--- config.mk ---
export PLATFORM = sky130hd
export DESIGN_NAME = mux_scan_n_flat
export DESIGN_NICKNAME = d
export VERILOG_FILES = /design/src/rtl/mux_scan_n_pkg.sv /design/src/rtl/mux_scan_n_if.sv /design/src/rtl/mux_scan_n_scan_seq.sv /design/src/rtl/mux_scan_n.sv /design/src/flat_wrapper.sv
export SDC_FILE = /design/constraint.sdc
export NUM_CORES = 1
export LEC_CHECK = 0
export BUFFER_PORTS_ARGS = -buffer_cell sky130_fd_sc_hd__buf_2
export CORE_MARGIN = 3
export CORE_UTILIZATION = 44
export DETAILED_ROUTE_END_ITERATION = 8
export GPL_TIMING_DRIVEN = 0
export PLACE_DENSITY = 0.81
export SETUP_SLACK_MARGIN = 0.15
export SLEW_MARGIN = 5
export SYNTH_ARGS = -nofsm -noshare
export SYNTH_HDL_FRONTEND = slang
export SYNTH_SLANG_ARGS = --single-unit
--- constraint.sdc ---
create_clock -name clk -period 1.37 [get_ports clk]
set_input_delay 0.0685 -clock clk [delete_from_list [all_inputs] [get_ports clk]]
set_output_delay 0.0685 -clock clk [all_outputs]
set_load 0.01 [all_outputs]
--- src/rtl/mux_scan_n_pkg.sv ---
// mux_scan_n_pkg: shared definitions for the N-channel scanning multiplexer.
//   MODE_MANUAL / MODE_SCAN : encodings of the mode input
//   clog2()                 : constant ceil(log2(v)), never smaller than 1
package mux_scan_n_pkg;

    localparam logic MODE_MANUAL = 1'b0;
    localparam logic MODE_SCAN   = 1'b1;

    // Clamped to 1 so that a select or counter is always at least one bit wide.
    function automatic int unsigned clog2(input int unsigned v);
        int unsigned r;
        r = 0;
        for (int i = 0; i < 32; i++) begin
            if ((32'd1 << i) < v) r = i + 1;
        end
        return (r == 0) ? 1 : r;
    endfunction

endpackage

--- src/rtl/mux_scan_n_if.sv ---
// mux_scan_n_if: data, control and status bundle of mux_scan_n.
//   d       : flattened channel data, channel k at d[k*W +: W]
//   mode    : 0 manual, 1 scan
//   s_in    : manual channel select
//   en      : output update enable
//   hold    : freeze the scan sequencer (scan mode only)
//   y       : registered selected data
//   s       : channel currently selected
//   valid   : y holds d[s] sampled on a stable channel
//   wrap    : one-cycle pulse on the N-1 -> 0 scan step
//   sel_err : one-cycle pulse on an out-of-range manual select
// master: the side driving data/control; slave: the multiplexer.
interface mux_scan_n_if
    import mux_scan_n_pkg::*;
#(
    parameter int unsigned N  = 4,
    parameter int unsigned W  = 1,
    parameter int unsigned SW = clog2(N)
);
    logic [N*W-1:0] d;
    logic           mode;
    logic [SW-1:0]  s_in;
    logic           en;
    logic           hold;
    logic [W-1:0]   y;
    logic [SW-1:0]  s;
    logic           valid;
    logic           wrap;
    logic           sel_err;

    modport master (
        output d, mode, s_in, en, hold,
        input  y, s, valid, wrap, sel_err
    );

    modport slave (
        input  d, mode, s_in, en, hold,
        output y, s, valid, wrap, sel_err
    );
endinterface

--- src/rtl/mux_scan_n_scan_seq.sv ---
// mux_scan_n_scan_seq: channel sequencer of mux_scan_n.
//   clk, rst_n : clock, asynchronous active-low reset
//   mode       : 0 manual (channel from s_in), 1 scan (dwell counter drives channel)
//   s_in       : manual channel select
//   hold       : freezes dwell counter and channel in scan mode
//   s          : registered channel
//   chg        : s changes on the coming edge (combinational)
//   wrap       : registered pulse, scan stepped N-1 -> 0
//   sel_err    : registered pulse, manual select out of range
module mux_scan_n_scan_seq
    import mux_scan_n_pkg::*;
#(
    parameter int unsigned N     = 4,
    parameter int unsigned DWELL = 16,
    parameter int unsigned SW    = clog2(N)
) (
    input  logic          clk,
    input  logic          rst_n,
    input  logic          mode,
    input  logic [SW-1:0] s_in,
    input  logic          hold,
    output logic [SW-1:0] s,
    output logic          chg,
    output logic          wrap,
    output logic          sel_err
);
    localparam int unsigned CW = clog2(DWELL + 1);
    // One extra bit so the range check also works when N is a power of two.
    localparam logic [SW:0]   NumCh   = (SW + 1)'(N);
    localparam logic [SW-1:0] ChLast  = SW'(N - 1);
    localparam logic [CW-1:0] CntLast = CW'(DWELL - 1);

    logic [CW-1:0] cnt_q, cnt_d;
    logic [SW-1:0] s_q, s_d;
    logic          wrap_q, wrap_d;
    logic          err_q, err_d;

    always_comb begin
        s_d    = s_q;
        cnt_d  = '0;
        wrap_d = 1'b0;
        err_d  = 1'b0;
        if (mode == MODE_MANUAL) begin
            if ({1'b0, s_in} < NumCh) begin
                s_d = s_in;
            end else begin
                err_d = 1'b1;
            end
        end else begin
            cnt_d = cnt_q;
            if (!hold) begin
                if (cnt_q == CntLast) begin
                    cnt_d = '0;
                    if (s_q == ChLast) begin
                        s_d    = '0;
                        wrap_d = 1'b1;
                    end else begin
                        s_d = s_q + 1'b1;
                    end
                end else begin
                    cnt_d = cnt_q + 1'b1;
                end
            end
        end
    end

    always_ff @(posedge clk or negedge rst_n) begin
        if (!rst_n) begin
            cnt_q  <= '0;
            s_q    <= '0;
            wrap_q <= 1'b0;
            err_q  <= 1'b0;
        end else begin
            cnt_q  <= cnt_d;
            s_q    <= s_d;
            wrap_q <= wrap_d;
            err_q  <= err_d;
        end
    end

    assign s       = s_q;
    assign chg     = (s_d != s_q);
    assign wrap    = wrap_q;
    assign sel_err = err_q;

endmodule

--- src/rtl/mux_scan_n.sv ---
// mux_scan_n: N-channel, W-bit multiplexer with registered output and
// manual / scanning channel selection.
//   clk, rst_n : clock, asynchronous active-low reset
//   bus        : mux_scan_n_if slave (data, mode, select, enable, hold, status)
// Y is loaded from the channel registered before the edge, so a channel change
// shows up in Y one edge later; valid drops for that one edge.
module mux_scan_n
    import mux_scan_n_pkg::*;
#(
    parameter int unsigned N     = 4,
    parameter int unsigned W     = 1,
    parameter int unsigned DWELL = 16
) (
    input  logic         clk,
    input  logic         rst_n,
    mux_scan_n_if.slave  bus
);
    localparam int unsigned SW = clog2(N);

    logic [SW-1:0] s;
    logic          chg;
    logic [W-1:0]  sel_data;
    logic [W-1:0]  y_q;
    logic          valid_q;

    mux_scan_n_scan_seq #(
        .N     (N),
        .DWELL (DWELL),
        .SW    (SW)
    ) u_scan_seq (
        .clk     (clk),
        .rst_n   (rst_n),
        .mode    (bus.mode),
        .s_in    (bus.s_in),
        .hold    (bus.hold),
        .s       (s),
        .chg     (chg),
        .wrap    (bus.wrap),
        .sel_err (bus.sel_err)
    );

    // Compare-based mux: only channels 0..N-1 are ever addressed.
    always_comb begin
        sel_data = '0;
        for (int k = 0; k < N; k++) begin
            if (s == SW'(k)) sel_data = bus.d[k*W +: W];
        end
    end

    always_ff @(posedge clk or negedge rst_n) begin
        if (!rst_n) begin
            y_q     <= '0;
            valid_q <= 1'b0;
        end else if (bus.en) begin
            y_q     <= sel_data;
            valid_q <= !chg;
        end else begin
            valid_q <= 1'b0;
        end
    end

    assign bus.y     = y_q;
    assign bus.s     = s;
    assign bus.valid = valid_q;

endmodule

--- src/flat_wrapper.sv ---
// flat-port wrapper written by rule: the top's interface ports become plain ports
module mux_scan_n_flat import mux_scan_n_pkg::*;
#(
    parameter int unsigned N     = 4,
    parameter int unsigned W     = 1,
    parameter int unsigned DWELL = 16
)
  (clk, rst_n, bus_d, bus_mode, bus_s_in, bus_en, bus_hold, bus_y, bus_s, bus_valid, bus_wrap, bus_sel_err);
  mux_scan_n_if #(.N(N), .W(W), .SW((clog2(N)))) bus_i ();
  input  logic clk;
  input  logic rst_n;
  input wire logic [$bits(bus_i.d)-1:0] bus_d;
  input wire logic [$bits(bus_i.mode)-1:0] bus_mode;
  input wire logic [$bits(bus_i.s_in)-1:0] bus_s_in;
  input wire logic [$bits(bus_i.en)-1:0] bus_en;
  input wire logic [$bits(bus_i.hold)-1:0] bus_hold;
  output wire logic [$bits(bus_i.y)-1:0] bus_y;
  output wire logic [$bits(bus_i.s)-1:0] bus_s;
  output wire logic [$bits(bus_i.valid)-1:0] bus_valid;
  output wire logic [$bits(bus_i.wrap)-1:0] bus_wrap;
  output wire logic [$bits(bus_i.sel_err)-1:0] bus_sel_err;
  assign bus_i.d = bus_d;
  assign bus_i.mode = bus_mode;
  assign bus_i.s_in = bus_s_in;
  assign bus_i.en = bus_en;
  assign bus_i.hold = bus_hold;
  assign bus_y = bus_i.y;
  assign bus_s = bus_i.s;
  assign bus_valid = bus_i.valid;
  assign bus_wrap = bus_i.wrap;
  assign bus_sel_err = bus_i.sel_err;
  mux_scan_n #(.N(N), .W(W), .DWELL(DWELL)) u_core (.clk(clk), .rst_n(rst_n), .bus(bus_i));
endmodule
# After elaboration in Yosys (flattened, before gate mapping)
# Index checks and enable logic that the tools add are counted.
# Widths: inputs -> output; s select.
[word_totals] regBits=10 out_inout_bits=6 elab_cells=31
[classes] addsub=2 eq_ne=6 n_mux=16 reduce_logical=2
[ops] cell="$mux 5" count=3
[ops] cell="$mux 1" count=9
[ops] cell="$mux 2" count=4
[ops] cell="$add 5x1->5 const B" count=1
[ops] cell="$eq 5x4->1 const B" count=1
[ops] cell="$eq 2x2->1 const B" count=2
[ops] cell="$add 2x1->2 const B" count=1
[ops] cell="$eq 2x1->1 const B" count=1
[ops] cell="$logic_not 2->1" count=1
[ops] cell="$ne 2x2->1" count=1
[ops] cell="$ne 2x2->1 const B" count=1
[ops] cell="$logic_not 1->1" count=1

# Longest topological paths before layout
# Gate-level depths: netlist of run 1.
[logic_depth] ltp_word=8 ltp_mapped=5 mapped_depth_nobuf=5

# Hierarchy
# Synthesis of run 1 repeated with hierarchy kept, for this count alone.
[hier_totals] hier_cells=56 hier_area_um2=578.1
[by_module_without_submodules] module="mux_scan_n_scan_seq" instances=1 cells_each=47 area_each_um2=473.0 seq_area_each_um2=200.2
[by_module_without_submodules] module="mux_scan_n" instances=1 cells_each=9 area_each_um2=105.1 seq_area_each_um2=50.0

# Worst setup path after synthesis of run 1
# Ideal clock, no wire load.
[synth_path] path_kind="reg2reg" startpoint="register u_core.u_scan_seq.s_q[0] (netlist: u_core.u_scan_seq.s[0])" endpoint="register u_core.valid_q (netlist: u_core.bus.valid)" setup_ns=0.135 t_arrival_ns=1.367 required_time_ns=1.235 slack_ns=-0.132 stages_incl_launch_ff=6 n_path_buf=0 period_less_slack_ns=1.502 path_cell_list="dfrtp_1 -> inv_1 -> ha_1 -> xnor2_1 -> a311oi_1 -> a211oi_1"
[synth_between] elab_chain_len=8 word_cells_on_any_way=9 cone_classes="add/sub (1); eq/ne (2); mux (5); reduce/logical (1)"
[synth_rtl] element="from (decl)" line_no="mux_scan_n_scan_seq.sv:34" source="logic [SW-1:0] s_q, s_d;"
[synth_rtl] element="from (signal assigned)" line_no="mux_scan_n_scan_seq.sv:70" source="s_q <= '0;"
[synth_rtl] element="from (signal assigned)" line_no="mux_scan_n_scan_seq.sv:75" source="s_q <= s_d;"
[synth_rtl] element="$add 2x1->2 or $eq 2x2->1 (tied branches)" line_no="mux_scan_n_scan_seq.sv:58, mux_scan_n_scan_seq.sv:54"
[synth_rtl] element="$mux 2" line_no="mux_scan_n_scan_seq.sv:54" source="if (s_q == ChLast) begin"
[synth_rtl] element="$mux 2" line_no="mux_scan_n_scan_seq.sv:52" source="if (cnt_q == CntLast) begin"
[synth_rtl] element="$mux 2" line_no="mux_scan_n_scan_seq.sv:51" source="if (!hold) begin"
[synth_rtl] element="$mux 2" line_no="mux_scan_n_scan_seq.sv:43" source="if (mode == MODE_MANUAL) begin"
[synth_rtl] element="$ne 2x2->1 *" line_no="mux_scan_n_scan_seq.sv:82" source="assign chg = (s_d != s_q);"
[synth_rtl] element="$logic_not 1->1 *" line_no="mux_scan_n.sv:56" source="valid_q <= !chg;"
[synth_rtl] element="$mux 1 *" line_no="mux_scan_n.sv:54" source="end else if (bus.en) begin"
[synth_rtl] element="to (signal assigned)" line_no="mux_scan_n.sv:56"
[synth_rtl] element="to (decl)" line_no="mux_scan_n.sv:24" source="logic valid_q;"
# Mark *: on every way between the ends. The rest lies on a longest branch, timed or not.
# A chain may end at the register's enable or synchronous reset.

# Worst setup path in the final report of run 1
[layout_path] startpoint="register u_core.u_scan_seq.cnt_q[0]" endpoint="register u_core.u_scan_seq.s_q[0] (netlist: u_core.u_scan_seq.s[0])"
[layout_between] elab_chain_len=4
[layout_rtl] element="from (decl)" line_no="mux_scan_n_scan_seq.sv:33" source="logic [CW-1:0] cnt_q, cnt_d;"
[layout_rtl] element="from (signal assigned)" line_no="mux_scan_n_scan_seq.sv:74" source="cnt_q <= cnt_d;"
[layout_rtl] element="$eq 5x4->1" line_no="mux_scan_n_scan_seq.sv:52"
[layout_rtl] element="$mux 2" line_no="mux_scan_n_scan_seq.sv:52"
[layout_rtl] element="$mux 2" line_no="mux_scan_n_scan_seq.sv:51"
[layout_rtl] element="$mux 2" line_no="mux_scan_n_scan_seq.sv:43"
[layout_rtl] element="named net u_core.u_scan_seq.s_d[0]" line_no="mux_scan_n_scan_seq.sv:34"
# The timed path passes the listed nets, and every way through them passes these cells.

==> impl_metrics.env, run 1 <==
export IMPL_timing_rr_start="u_core.u_scan_seq.cnt_q[0]$_DFFE_PN0P_"
export IMPL_avgViaCountPerCell=5.29
export IMPL_core_area_um2=1320
export IMPL_ir_drop_v=0.000505
export IMPL_ys_seq_area_share_pct=39.6
export IMPL_end_kind="register"
export IMPL_pwr_share_comb_pct=27.6
export IMPL_cts_root_buf="clkbuf_4"
export IMPL_rows=13
export IMPL_antennaDiodeCount=0
export IMPL_io_buffers=15
export IMPL_cp_start_kind="register"
export IMPL_synth_seq_cells=10
export IMPL_multi_input_area_um2=388
export IMPL_ff2ff_setup_slack_ns=-0.13
export IMPL_min_path_cells=2
export IMPL_finalSetupTns_ns=-0.215
export IMPL_synth_cell_types=30
export IMPL_ant_nets=0
export IMPL_p_leak_nw=0.416
export IMPL_ios=17
export IMPL_grt_max_degree=11
export IMPL_cp_arrival_ns=1.68
export IMPL_finClkSkew_ns=0.00855
export IMPL_place_hpwl_um=954
export IMPL_regArea_um2=253
export IMPL_path_class="register to register"
export IMPL_min_path_type="input pin to register"
export IMPL_grt_usage_pct=16.9
export IMPL_syn_nets=80
export IMPL_antenna_found_initial=0
export IMPL_fin_ws_ns=-0.127
export IMPL_drive_gt1_share_pct=46.7
export IMPL_rsz0062_at_grt="true"
export IMPL_internal_power_w=0.000540
export IMPL_clockBufferDepth=2
export IMPL_timing_hold_violations_final=0
export IMPL_power_switching_w=0.000211
export IMPL_hold_end="u_core.bus.y$_DFFE_PN0P_"
export IMPL_start_util_pct=48.0
export IMPL_die_h_um=43.9
export IMPL_cellPowerDensity_nw_per_um2=854
export IMPL_violations="setup timing"
export IMPL_period_needed_ns=1.50
export IMPL_maxCapViolations=0
export IMPL_grt_pass1_wl_um=2370
export IMPL_final_max_slew_viol_count=0
export IMPL_routed_via_count=566
export IMPL_yosysWarnings=0
export IMPL_final_cell_mix="buf_2 (15), buf_4 (8), dfrtp_1 (8)"
export IMPL_tritoncts="done"
export IMPL_die_x_um=43.9
export IMPL_synthCells=64
export IMPL_switching_share_pct=28.1
export IMPL_initialDrtViolationCount=7
export IMPL_p_seq_share_pct=44.5
export IMPL_required_ns=1.55
export IMPL_wl_um=1390
export IMPL_grt_overflow=0
export IMPL_first_pass_iters=4
export IMPL_clk_latency_ns=0.27
export IMPL_synth_cell_area_um2=632
export IMPL_dieArea_um2=1930
export IMPL_final_nets=109
export IMPL_outcome="complete, but fails checks"
export IMPL_syn_area_per_cell_um2=9.87
export IMPL_post_route_drc_count=0
export IMPL_path_max_fanout=8
export IMPL_fmax_ghz=0.668
export IMPL_final_common_cell="buf_2"
export IMPL_num_fill_cells=105
export IMPL_syn_to_final_growth_pct=39.2
export IMPL_cts_sinks=10
export IMPL_clk_transition_reported_paths_ns=0.07
export IMPL_cts_buffers=3
export IMPL_grt_pass1_vias=549
export IMPL_globalplace_congestion=0.728
export IMPL_whs_ns=0.0248
export IMPL_wl_per_cell_um=12.9
export IMPL_setup_viol=2
export IMPL_reg2reg_to="u_core.u_scan_seq.s[0]$_DFF_PN0_"
export IMPL_min_from="bus_en"
export IMPL_htreeDepth=1
export IMPL_reg2reg_depth=5
export IMPL_post_route_period_util_pct=109
export IMPL_clock_power_share_pct=27.8
-- flip-flops by register name, indices dropped and copies added, names as in the netlist --
register,flops
u_core.u_scan_seq.s,2
u_core.bus.y,1
u_core.u_scan_seq.wrap,1
u_core.bus.valid,1
u_core.u_scan_seq.cnt_q,5
-- metrics by stage --
| step | cells | worst slack (ns) | area [um2] | total power (W) | utilization (%) |
|---|---|---|---|---|---|
| floorplan | 64 | -0.0399 | 672 | 0.000440 | - |
| global placement | 94 | -0.115 | 766 | 0.000490 | 58.1 |
| detailed placement | 94 | -0.152 | 766 | 0.000497 | 58.1 |
| CTS | 106 | -0.125 | 872 | 0.000755 | 66.2 |
| global route | 107 | -0.181 | 880 | 0.000798 | 66.8 |
| finish | 107 | -0.127 | 880 | 0.000751 | 66.8 |
-- worst max-delay path by stage --
stage | startpoint | endpoint | slack (ns) | cells past startpoint
global placement | u_core.u_scan_seq.cnt_q[0]$_DFFE_PN0P_ | u_core.u_scan_seq.s[0]$_DFF_PN0_ | -0.11 | 5
detailed placement | u_core.u_scan_seq.cnt_q[0]$_DFFE_PN0P_ | u_core.u_scan_seq.s[0]$_DFF_PN0_ | -0.15 | 5
floorplan | u_core.u_scan_seq.cnt_q[0]$_DFFE_PN0P_ | u_core.u_scan_seq.s[0]$_DFF_PN0_ | -0.04 | 5
CTS | u_core.u_scan_seq.cnt_q[1]$_DFFE_PN0P_ | u_core.u_scan_seq.s[0]$_DFF_PN0_ | -0.12 | 5
finish | u_core.u_scan_seq.cnt_q[0]$_DFFE_PN0P_ | u_core.u_scan_seq.s[0]$_DFF_PN0_ | -0.13 | 5
global route | u_core.u_scan_seq.cnt_q[1]$_DFFE_PN0P_ | u_core.u_scan_seq.s[0]$_DFF_PN0_ | -0.18 | 5
-- power by group through the flow --
stage	Combinational, W	Sequential, W	Clock (W)
6_report	0.000208	0.000334	0.000209
5_1_grt	0.000229	0.000336	0.000232
4_1_cts	0.000201	0.000334	0.000220
3_5_place_dp	0.000153	0.000344	0
3_3_place_gp	0.000148	0.000343	0
2_1_floorplan	0.0000931	0.000347	0
-- routing by layer --
metal	GRT usage, %	up-vias	share of wire (%)
li1	-	283	-
met3	6.22	2	4.1
met1	20.1	272	43
met4	5.42	0	0.72
met2	27.9	9	52
met5	0	-	0
-- cell type report --
cell class	count	area share [%]
Buffer	3	2.56
Clock buffer	4	2.99
Inverter	6	2.56
Multi-Input combinational cell	45	44.1
Sequential cell	10	28.7
Tap cell	15	2.13
Timing Repair Buffer	24	16.9
-- Yosys cell counts --
library cell / n / area [um2]
dfrtp_1: 10 / 250
a32o_1: 1 / 10.0
and2_1: 1 / 6.26
a31oi_1: 2 / 12.5
and3b_1: 1 / 8.76
a311oi_1: 1 / 8.76
a221o_1: 1 / 10.0
o21ai_0: 2 / 10.0
a21oi_1: 4 / 20.0
xnor2_1: 4 / 35.0
a31o_2: 2 / 17.5
nand3_1: 2 / 10.0
o31a_2: 1 / 10.0
clkbuf_1: 1 / 3.75
ha_1: 5 / 62.6
nand2b_1: 1 / 6.26
buf_4: 1 / 7.51
conb_1: 1 / 3.75
buf_6: 1 / 11.3
a31o_1: 1 / 8.76
nor2_1: 3 / 11.3
nand2b_4: 1 / 13.8
o211a_1: 1 / 10.0
a211oi_1: 2 / 15.0
or4_1: 1 / 7.51
nand3b_1: 2 / 15.0
inv_1: 6 / 22.5
nor3_1: 1 / 5.00
nand2_1: 3 / 11.3
o31ai_1: 1 / 7.51
-- worst max-delay path, cell delays in order (launching register included) --
cell,delay (ns)
dfrtp_1,0.41
ha_4,0.18
nand2b_4,0.05
buf_6,0.13
or4_1,0.47
a31oi_1,0.18
-- timing repair --
action	4_1_cts	5_1_grt
endpoints found under the hold margin	10	0
setup endpoints to repair	4	4
gates resized for setup	5	0
buffers inserted	7	1
hold buffers	1	0
pin swaps	1	2
-- cells by family (layout without fill, tap and decap cells) --
| group | Yosys count | after routing | share of synthesized area (%) |
|---|---|---|---|
| simple gates | 16 | 16 | 15.0 |
| compound gates | 19 | 19 | 22.2 |
| flops | 10 | 10 | 39.6 |
| other cells | 1 | 1 | 0.593 |
| xor+xnor | 4 | 4 | 5.54 |
| buf+inv | 9 | 37 | 7.13 |
| fa+ha+maj | 5 | 5 | 9.90 |
Power figures use the tool's default switching activity.
==> inputs of run 2 (changes only) <==
--- a/config.mk
+++ b/config.mk
@@ -6,11 +6,14 @@
 export NUM_CORES = 1
 export LEC_CHECK = 0
 export BUFFER_PORTS_ARGS = -buffer_cell sky130_fd_sc_hd__buf_2
+export CELL_PAD_IN_SITES_DETAIL_PLACEMENT = 0
+export CELL_PAD_IN_SITES_GLOBAL_PLACEMENT = 2
 export CORE_MARGIN = 3
-export CORE_UTILIZATION = 44
+export CORE_UTILIZATION = 27
 export DETAILED_ROUTE_END_ITERATION = 8
 export GPL_TIMING_DRIVEN = 0
-export PLACE_DENSITY = 0.81
+export PLACE_DENSITY = 0.82
+export REMOVE_ABC_BUFFERS = 1
 export SETUP_SLACK_MARGIN = 0.15
 export SLEW_MARGIN = 5
 export SYNTH_ARGS = -nofsm -noshare
==> impl_metrics.env, run 2 (synthesis gave the netlist of run 1 again) <==
export IMPL_grt_pass1_vias=517
export IMPL_grt_usage_pct=11.3
export IMPL_path_max_fanout=4
export IMPL_cts_sinks=10
export IMPL_globalplace_congestion=0.779
export IMPL_ant_nets=0
export IMPL_cts_root_buf="clkbuf_4"
export IMPL_avgViaCountPerCell=4.78
export IMPL_rsz0062_at_grt="true"
export IMPL_final_area_um2=896
export IMPL_grt_overflow=0
export IMPL_largest_register_ffs=5
export IMPL_tritoncts="done"
export IMPL_final_nets=108
export IMPL_p_seq_share_pct=41.3
export IMPL_grt_pass1_wl_um=2340
export IMPL_io_buffers=15
export IMPL_wl_per_cell_um=11.4
export IMPL_end_kind="register"
export IMPL_min_path_type="input pin to register"
export IMPL_rows=16
export IMPL_critPathTopFamily="simple AND/OR/NAND/NOR gates"
export IMPL_timing_rr_start="u_core.u_scan_seq.s[0]$_DFF_PN0_"
export IMPL_antennaDiodeCount=0
export IMPL_dpl_cell_area_um2=718
export IMPL_min_from="bus_d[3]"
export IMPL_cellPowerDensity_nw_per_um2=899
export IMPL_violations="setup timing"
export IMPL_antenna_found_initial=0
export IMPL_clock_power_share_pct=33.1
export IMPL_dieArea_um2=2960
export IMPL_pwr_share_comb_pct=25.6
export IMPL_path_class="register to register"
export IMPL_maxCapViolations=0
export IMPL_post_route_drc_count=0
export IMPL_fin_cells=118
export IMPL_syn_to_final_growth_pct=41.8
export IMPL_required_ns=1.56
export IMPL_final_common_cell="buf_2"
export IMPL_clk_transition_reported_paths_ns=0.07
export IMPL_internal_power_w=0.000587
export IMPL_final_max_slew_viol_count=0
export IMPL_timing_hold_violations_final=0
export IMPL_ir_drop_v=0.000727
export IMPL_worstSetupStartpoint="u_core.u_scan_seq.s[0]$_DFF_PN0_"
export IMPL_cts_buffers=3
export IMPL_post_route_period_util_pct=101
export IMPL_setup_viol=1
export IMPL_dp_cells=103
export IMPL_clockBufferDepth=2
export IMPL_fmax_ghz=0.723
export IMPL_initialDrtViolationCount=8
export IMPL_core_area_um2=2080
export IMPL_grt_max_degree=14
export IMPL_htreeDepth=1
export IMPL_period_needed_ns=1.38
export IMPL_crit_buf_inv=1
export IMPL_cp_slowest_cell="or4_1"
export IMPL_cp_start_kind="register"
export IMPL_switching_share_pct=27.1
export IMPL_outcome="complete, but fails checks"
export IMPL_place_hpwl_um=910
export IMPL_start_util_pct=30.3
export IMPL_final_cell_mix="buf_2 (15), buf_4 (9), dfrtp_1 (8)"
export IMPL_worstPathCellList="buf_4 > or4_1 > a31oi_1"
export IMPL_power_switching_w=0.000218
export IMPL_die_h_um=54.4
export IMPL_wl_um=1350
export IMPL_drive_gt1_share_pct=46.2
export IMPL_cp_slowest_stage_delay_ns=0.50
export IMPL_finClkSkew_ns=0.00876
export IMPL_p_leak_nw=0.419
export IMPL_clk_latency_ns=0.27
export IMPL_ios=17
export IMPL_top_register="u_core.u_scan_seq.cnt_q"
export IMPL_p_total_w=0.000806
export IMPL_first_pass_iters=3
export IMPL_fin_ws_ns=-0.0123
export IMPL_cp_arrival_ns=1.57
export IMPL_routed_via_count=564
export IMPL_die_x_um=54.4
==> run 2: path summary, 6_finish.rpt <==
| path | end | slack (ns) | depth (start not counted) |
|---|---|---|---|
| hold / removal | u_core.bus.y$_DFFE_PN0P_ | 0.06 | 3 |
| min in group asynchronous | u_core.u_scan_seq.cnt_q[2]$_DFFE_PN0P_ | 0.19 | 2 |
| setup reg to reg | u_core.u_scan_seq.s[0]$_DFF_PN0_ | -0.01 | 3 |
| hold reg to reg | u_core.bus.y$_DFFE_PN0P_ | 0.54 | 2 |
| max in group asynchronous | u_core.u_scan_seq.s[1]$_DFF_PN0_ | 0.96 | 2 |
| setup / recovery | u_core.u_scan_seq.s[0]$_DFF_PN0_ | -0.01 | 3 |
==> run 2: final cells by class <==
type / instances / area (um2)
Clock buffer: 4 / 36.3
Fill cell: 216 / 1190
Inverter: 6 / 25.0
Multi-Input combinational cell: 45 / 385
Sequential cell: 10 / 253
Tap cell: 27 / 33.8
Timing Repair Buffer: 26 / 163
==> run 2: worst min-delay path, delay by kind of cell <==
family                 cells  cell delay, ns
buffers and inverters      1            0.10
AO/OA/AOI/OAI              1            0.07
AND/OR/NAND/NOR            1            0.05
==> run 2: timing repair <==
| item | in CTS | in global routing |
|---|---|---|
| pin swaps | 5 | 5 |
| endpoints found under the hold margin | 11 | 0 |
| hold buffers | 2 | 0 |
| setup endpoints to repair | 4 | 5 |
| buffers inserted | 8 | 1 |
| resized for setup | 9 | 4 |
==> run 2: layer usage <==
layer  wire (um)  vias to the layer above  global-route usage, %
met2         664                       12                   18.3
met1         598                      265                   12.8
met3          76                        2                   5.72
li1            -                      285                      -
met4           9                        0                   3.73
met5           0                        -                      0
==> run 2: metrics by stage <==
step / setup TNS [ns] / utilization (%) / hold WS (ns) / setup slack, ns
finish: -0.0123 / 43.0 / 0.0570 / -0.0123
global route: -0.157 / 43.0 / 0.0460 / -0.0642
CTS: 0 / 42.0 / 0.0538 / 0.00140
detailed placement: -0.602 / 34.5 / -0.0562 / -0.216
global placement: -0.604 / 34.5 / -0.0573 / -0.221
floorplan: -0.343 / - / -0.227 / -0.132
==> run 2: power by group through the flow <==
stage	sequential, W	clock, W	combinational, W
after global placement	0.000337	0	0.000134
final	0.000333	0.000267	0.000206
after CTS	0.000332	0.000276	0.000188
after floorplan	0.000340	0	0.0000763
after detailed placement	0.000337	0	0.000135
after global routing	0.000336	0.000297	0.000230
